## src/rtl/uart_pkg.sv

```systemverilog
// rtl/uart_pkg.sv - shared types and helpers for the uart tx arbitration slice
package uart_pkg;

  typedef enum logic {ARB_IDLE, ARB_LOCK} arb_state_t;

  // (p + k) modulo n for 0 <= p < n and 0 < k <= n, without a divider
  function automatic int wrap_add(int p, int k, int n);
    int s;
    s = p + k;
    return (s >= n) ? s - n : s;
  endfunction

endpackage

```

## src/rtl/uart_rr_pick.sv

```systemverilog
// rtl/uart_rr_pick.sv - combinational round-robin picker starting after ptr
module uart_rr_pick
  import uart_pkg::*;
#(
  parameter int N  = 4,
  parameter int LB = 2
)(
  input  logic [N-1:0]  req,
  input  logic [LB-1:0] ptr,
  output logic          found,
  output logic [LB-1:0] idx
);

  // walk ptr+1, ptr+2, ... and take the first requester that is asking
  always_comb begin
    found = 1'b0;
    idx   = '0;
    for (int k = 1; k <= N; k++) begin
      for (int i = 0; i < N; i++) begin
        if (!found && req[i] && (i == wrap_add(int'(ptr), k, N))) begin
          found = 1'b1;
          idx   = LB'(i);
        end
      end
    end
  end

endmodule

```

## src/rtl/uart_tx_arbiter.sv

```systemverilog
// rtl/uart_tx_arbiter.sv - message-locked round-robin share of one uart_tx
module uart_tx_arbiter
  import uart_pkg::*;
#(
  parameter int NUM_REQ        = 4,
  parameter int DATA_WIDTH     = 8,
  parameter int TIMEOUT_CYCLES = 1_000_000,
  localparam int LB_NUM_REQ    = (NUM_REQ > 1) ? $clog2(NUM_REQ) : 1
)(
  input  logic                          clk,
  input  logic                          rstn,
  input  logic [NUM_REQ-1:0]            req_valid,
  input  logic [NUM_REQ*DATA_WIDTH-1:0] req_data,
  input  logic [NUM_REQ-1:0]            req_last,
  output logic [NUM_REQ-1:0]            req_ready,
  output logic                          tx_valid,
  output logic [DATA_WIDTH-1:0]         tx_data,
  input  logic                          tx_ready,
  output logic                          busy,
  output logic [LB_NUM_REQ-1:0]         grant_id,
  output logic                          timeout_err,
  output logic [LB_NUM_REQ-1:0]         timeout_id
);

  localparam int CNT_W = (TIMEOUT_CYCLES > 0) ? $clog2(TIMEOUT_CYCLES + 1) : 1;
  localparam logic [CNT_W-1:0] CNT_LAST = CNT_W'((TIMEOUT_CYCLES > 0) ? TIMEOUT_CYCLES - 1 : 0);
  localparam logic [LB_NUM_REQ-1:0] PTR_INIT = LB_NUM_REQ'(NUM_REQ - 1);

  arb_state_t              state;
  logic [LB_NUM_REQ-1:0]   rr_ptr;
  logic [CNT_W-1:0]        idle_cnt;
  logic                    pick_found;
  logic [LB_NUM_REQ-1:0]   pick_idx;
  logic                    sel_valid;
  logic                    sel_last;
  logic [DATA_WIDTH-1:0]   sel_data;
  logic                    lock;
  logic                    xfer;
  logic                    timeout_hit;

  uart_rr_pick #(
    .N  (NUM_REQ),
    .LB (LB_NUM_REQ)
  ) u_pick (
    .req   (req_valid),
    .ptr   (rr_ptr),
    .found (pick_found),
    .idx   (pick_idx)
  );

  // select the granted requester's stream signals
  always_comb begin
    sel_valid = 1'b0;
    sel_last  = 1'b0;
    sel_data  = '0;
    for (int i = 0; i < NUM_REQ; i++) begin
      if (grant_id == LB_NUM_REQ'(i)) begin
        sel_valid = req_valid[i];
        sel_last  = req_last[i];
        sel_data  = req_data[i*DATA_WIDTH +: DATA_WIDTH];
      end
    end
  end

  assign lock        = (state == ARB_LOCK);
  assign tx_valid    = lock & sel_valid;
  assign tx_data     = sel_data;
  assign xfer        = tx_valid & tx_ready;
  assign timeout_hit = lock && !sel_valid && (TIMEOUT_CYCLES > 0) && (idle_cnt == CNT_LAST);

  // only the lock holder sees the serializer's ready
  always_comb begin
    req_ready = '0;
    for (int i = 0; i < NUM_REQ; i++) begin
      if (lock && (grant_id == LB_NUM_REQ'(i))) begin
        req_ready[i] = tx_ready;
      end
    end
  end

  // grant, hold until last byte or stall timeout, then hand the pointer on
  always_ff @(posedge clk or negedge rstn) begin
    if (!rstn) begin
      state       <= ARB_IDLE;
      busy        <= 1'b0;
      grant_id    <= '0;
      rr_ptr      <= PTR_INIT;
      timeout_err <= 1'b0;
      timeout_id  <= '0;
      idle_cnt    <= '0;
    end else begin
      timeout_err <= 1'b0;
      case (state)
        ARB_IDLE: begin
          if (pick_found) begin
            grant_id <= pick_idx;
            busy     <= 1'b1;
            idle_cnt <= '0;
            state    <= ARB_LOCK;
          end
        end
        ARB_LOCK: begin
          if (xfer && sel_last) begin
            state  <= ARB_IDLE;
            rr_ptr <= grant_id;
            busy   <= 1'b0;
          end else if (timeout_hit) begin
            state       <= ARB_IDLE;
            rr_ptr      <= grant_id;
            busy        <= 1'b0;
            timeout_err <= 1'b1;
            timeout_id  <= grant_id;
          end else if (sel_valid) begin
            idle_cnt <= '0;
          end else if (idle_cnt != {CNT_W{1'b1}}) begin
            idle_cnt <= idle_cnt + 1'b1;
          end
        end
      endcase
    end
  end

endmodule

```

## config.mk

```make
export PLATFORM = sky130hd
export DESIGN_NAME = uart_tx_arbiter
export DESIGN_NICKNAME = d
export VERILOG_FILES = /design/src/rtl/uart_pkg.sv /design/src/rtl/uart_rr_pick.sv /design/src/rtl/uart_tx_arbiter.sv
export SDC_FILE = /design/constraint.sdc
export NUM_CORES = 1
export LEC_CHECK = 0
export ABC_AREA = 1
export CORE_MARGIN = 2
export CORE_UTILIZATION = 30
export CTS_CLUSTER_SIZE = 40
export DETAILED_ROUTE_END_ITERATION = 16
export PLACE_DENSITY_LB_ADDON = 0.25
export SLEW_MARGIN = 20
export SYNTH_ARGS = -nofsm -noshare
export SYNTH_HDL_FRONTEND = slang
export SYNTH_HIERARCHICAL = 1
export SYNTH_SLANG_ARGS = --single-unit
```

## constraint.sdc

```tcl
create_clock -name clk -period 5.3 [get_ports clk]
set_input_delay 1.325 -clock clk [delete_from_list [all_inputs] [get_ports clk]]
set_output_delay 1.325 -clock clk [all_outputs]
set_load 0.1 [all_outputs]
```

==> metrics list <==
- The run finished with clean final reports.
- For the worst setup path, the data required time is 3.97 ns.
- DR iter-0 viols: 110
- IR analysis of the VDD net gives a maximum drop of 0.282 mV.
* Setup Crit Path Kind: primary input to output pin
* Highest Clock Rate: 240 MHz
* Number of iterations in the first detailed-routing pass: 4
- Tot Pwr: 1710 uW
- Antenna-violating nets left: 0
* Cts bufs inserted: 5
- Die outline width: 95.6 um
- After global routing the overflow that remains totals 0.
* Post-DP HPWL: 5560 um
- The number of global-route vias before repair was 2690.
- Worst clock skew: 0.0104 ns
- Worst path slowest cell: sky130_fd_sc_hd__clkdlybuf4s50_1
- Number of synthesized flops with an enable pin: 0
- In this run the power spent charging and discharging nets is 1040 uW.
- Utilization after layout: 40.2%
- Clock latency at the later pin of the worst-skew pair: 0.29 ns
* Share of the clock period used by the worst path after layout: 78.6%
* Fraction of layout cells with a size suffix above 1: 10.6%
- After synthesis, flip-flops and latches occupy 28.9% of the total area.
- Wirelength per Cell: 12.7 um
* Power Dens Cells: 520 mW/mm^2
* Endpoint kind of the worst setup timing path: output pin
- For this run, the number of standard cells in the final layout without fillers is 575.
- In this run the biggest area consumer among cell types represents 26.8% of the synthesized area.
- Resized Gates After CTS: 0
- Port buffering added 61 buffers.
- Number of distinct standard cells referenced by the synthesized netlist: 35
* Minimum period implied by the final worst setup slack: 4.16 ns
* Number of cells in the design after placement: 567
- STA puts the critical path data arrival time at 2.84 ns.
* Clock tree from TritonCTS: done
* Hold WS: 0.481 ns
- Leading cell types in the layout, fill and taps excluded: sky130_fd_sc_hd__nand2_1, sky130_fd_sc_hd__nor2_1, sky130_fd_sc_hd__clkdlybuf4s50_1, sky130_fd_sc_hd__nand3_1, sky130_fd_sc_hd__inv_1
* Number of antenna violations at the first check in global routing: 0
- Transition time at the pin with the least slew margin: 0.976 ns
* Count of state elements after synthesis: 29
* Routability Congestion: 0.890
- After clock tree synthesis, the clock-pin slew on the worst setup and hold paths is 0.07 ns.
* Instance count of the mapped netlist: 409
* Largest area contributor in the synthesized netlist: sky130_fd_sc_hd__dfrtp_1
- Critical path cell sequence: clkdlybuf4s50_1 > inv_1 > o21ai_1 > nand3_2 > a21oi_1 > buf_4
* Wire length of the first global-routing pass: 13000 um
* Unrepaired setup endpoints after global routing: false
- The tree built by TritonCTS fans out to 29 sinks.
- Averaged over all synthesized cells, the footprint is 6.16 um^2.
* Starting density of the core: 30.8%
- Full die area: 0.00914 mm^2
- Final hold vios: 0
- For this block, the via count after detailed routing is 2723.
- Max FO, Critical Path: 8
- In the synthesized netlist the dominant register cell turns out to be sky130_fd_sc_hd__dfrtp_1.
- Register-to-register path setup slack: 2.49 ns
- Hold/Removal Path Class: flop to flop
- Remaining routing DRC violations: 0
- Root buffer selected by CTS: sky130_fd_sc_hd__clkbuf_8
- Crit path largest cell delay: 0.63 ns
- In this run, the clock network consumes 14.3% of the power.
- Async set or reset register ratio after synthesis: 100%
- Buffers added to address setup during post-CTS repair amount to 0.
- The internal portion of the total power is 673 uW.
* Number of antenna diodes: 0
- For the final routed database, the setup TNS stands at 0 ns.
- Setup violations, final: 0
- Global routing used 17.8% of the available tracks across all layers.
- Area growth from synthesis to final layout: 30.5%
- Number of H-tree levels: 2
- Largest net degree at the start of global routing: 30
- Fin nets: 513
- The final-report max-slew violation count is 0.
* CTS Hold Buffers Added: 0
- The number of nets handed over by synthesis was 453.
- Yosys printed 6 warnings.
- In the routed layout, each cell is associated on average with a via count of 4.74.
- The worst setup path is launched from a primary input.
- 62 I/O pins were placed.
* Top post-synthesis cells by area: sky130_fd_sc_hd__dfrtp_1, sky130_fd_sc_hd__nand2_1, sky130_fd_sc_hd__nor2_1, sky130_fd_sc_hd__nand3_1, sky130_fd_sc_hd__inv_1
- In this run the cell area of the synthesized design comes to 0.00252 mm^2.
- The library cell used most frequently in the layout, excluding fill and tap cells, is sky130_fd_sc_hd__nand2_1.
- Registers are responsible for 19.3% of the overall power.
- Measured against its own limit, the worst slew margin works out to 34.7%.
- Counting along the longest clock path gives a buffer depth of 2.
* Wirelength, routed: 7280 um
- Rows: 33
* Die Ht: 95.6 um
- Leakage power: 0.00148 uW
* Logic pwr share: 66.4%
* Max-cap viol count: 0
* Placeable core region: 0.00818 mm^2
- Fraction of power spent switching nets: 60.7%
-- power groups by stage --
stage	clock network [uW]	logic, uW	registers, uW
2_1_floorplan	0	869	370
3_3_place_gp	0	1130	334
3_5_place_dp	0	1140	335
4_1_cts	251	1140	330
5_1_grt	262	1220	340
6_report	245	1140	331
-- worst max-delay path, delay by kind of cell --
family	cells	cell delay, ns
AOI/OAI and AO/OA	2	0.33
buffers and inverters	3	1.03
and+or+nand+nor	1	0.13
-- through the flow --
step	cell area, um^2	setup slack, ns
finish	3290	1.14
global route	3290	1.03
CTS	3290	1.13
detailed placement	3170	1.14
global placement	3170	1.15
floorplan	2520	0.532
-- registers in the layout (all words and copies together), names as in the netlist --
register,flops
idle_cnt,20
grant_id,2
rr_ptr,2
timeout_id,2
busy,1
lock,1
timeout_err,1
-- worst paths after layout --
| check | start | to | cells past startpoint |
|---|---|---|---|
| min in group asynchronous | rstn | idle_cnt[11]$_DFFE_PN0P_ | 2 |
| min | busy$_DFFE_PN0P_ | busy$_DFFE_PN0P_ | 2 |
| max reg2reg | rr_ptr[1]$_DFFE_PN1P_ | idle_cnt[14]$_DFFE_PN0P_ | 13 |
| min reg2reg | busy$_DFFE_PN0P_ | busy$_DFFE_PN0P_ | 2 |
| max | req_valid[1] | tx_valid | 6 |
| max in group asynchronous | rstn | rr_ptr[1]$_DFFE_PN1P_ | 2 |
-- synthesized netlist by cell type, types with 3 or more instances --
cell type	count
sky130_fd_sc_hd__nand3_1	37
sky130_fd_sc_hd__nand4_1	16
sky130_fd_sc_hd__a21oi_1	3
sky130_fd_sc_hd__dfrtp_1	27
sky130_fd_sc_hd__buf_2	4
sky130_fd_sc_hd__nor2_2	4
sky130_fd_sc_hd__xor2_1	3
sky130_fd_sc_hd__nand3b_1	3
sky130_fd_sc_hd__nand3_2	3
sky130_fd_sc_hd__o21ai_0	8
sky130_fd_sc_hd__nand2_2	4
sky130_fd_sc_hd__nand2_1	160
sky130_fd_sc_hd__inv_2	4
sky130_fd_sc_hd__xnor2_1	4
sky130_fd_sc_hd__buf_6	4
sky130_fd_sc_hd__inv_1	31
sky130_fd_sc_hd__nor2_1	62
sky130_fd_sc_hd__nor3_1	10
-- metal layers --
layer	routed length, um	share of wire, %	global-route usage (%)
met4	162	2.2	5.83
met1	3490	48	24.2
met3	207	2.8	2.69
met5	0	0	0
met2	3420	47	28.8
-- logic make-up (layout without fill, tap and decap cells) --
family / count (synthesis) / after routing / synth area share (%)
AO/OA/AOI/OAI: 16 / 16 / 3.58
flip-flops: 29 / 29 / 28.9
adder cells (fa/ha/maj): 1 / 1 / 0.497
buffers and inverters: 44 / 105 / 7.95
XOR/XNOR: 7 / 7 / 2.43
AND/OR/NAND/NOR: 312 / 312 / 56.6
-- layout make-up --
type | count | area (um^2)
Fill cell | 890 | 4890
Multi-Input combinational cell | 336 | 1590
Sequential cell | 29 | 728
Timing Repair Buffer | 62 | 586
Inverter | 35 | 131
Tap cell | 105 | 131
Clock buffer | 6 | 82.6
Clock inverter | 2 | 37.5
(Power assumes the default switching activity.)
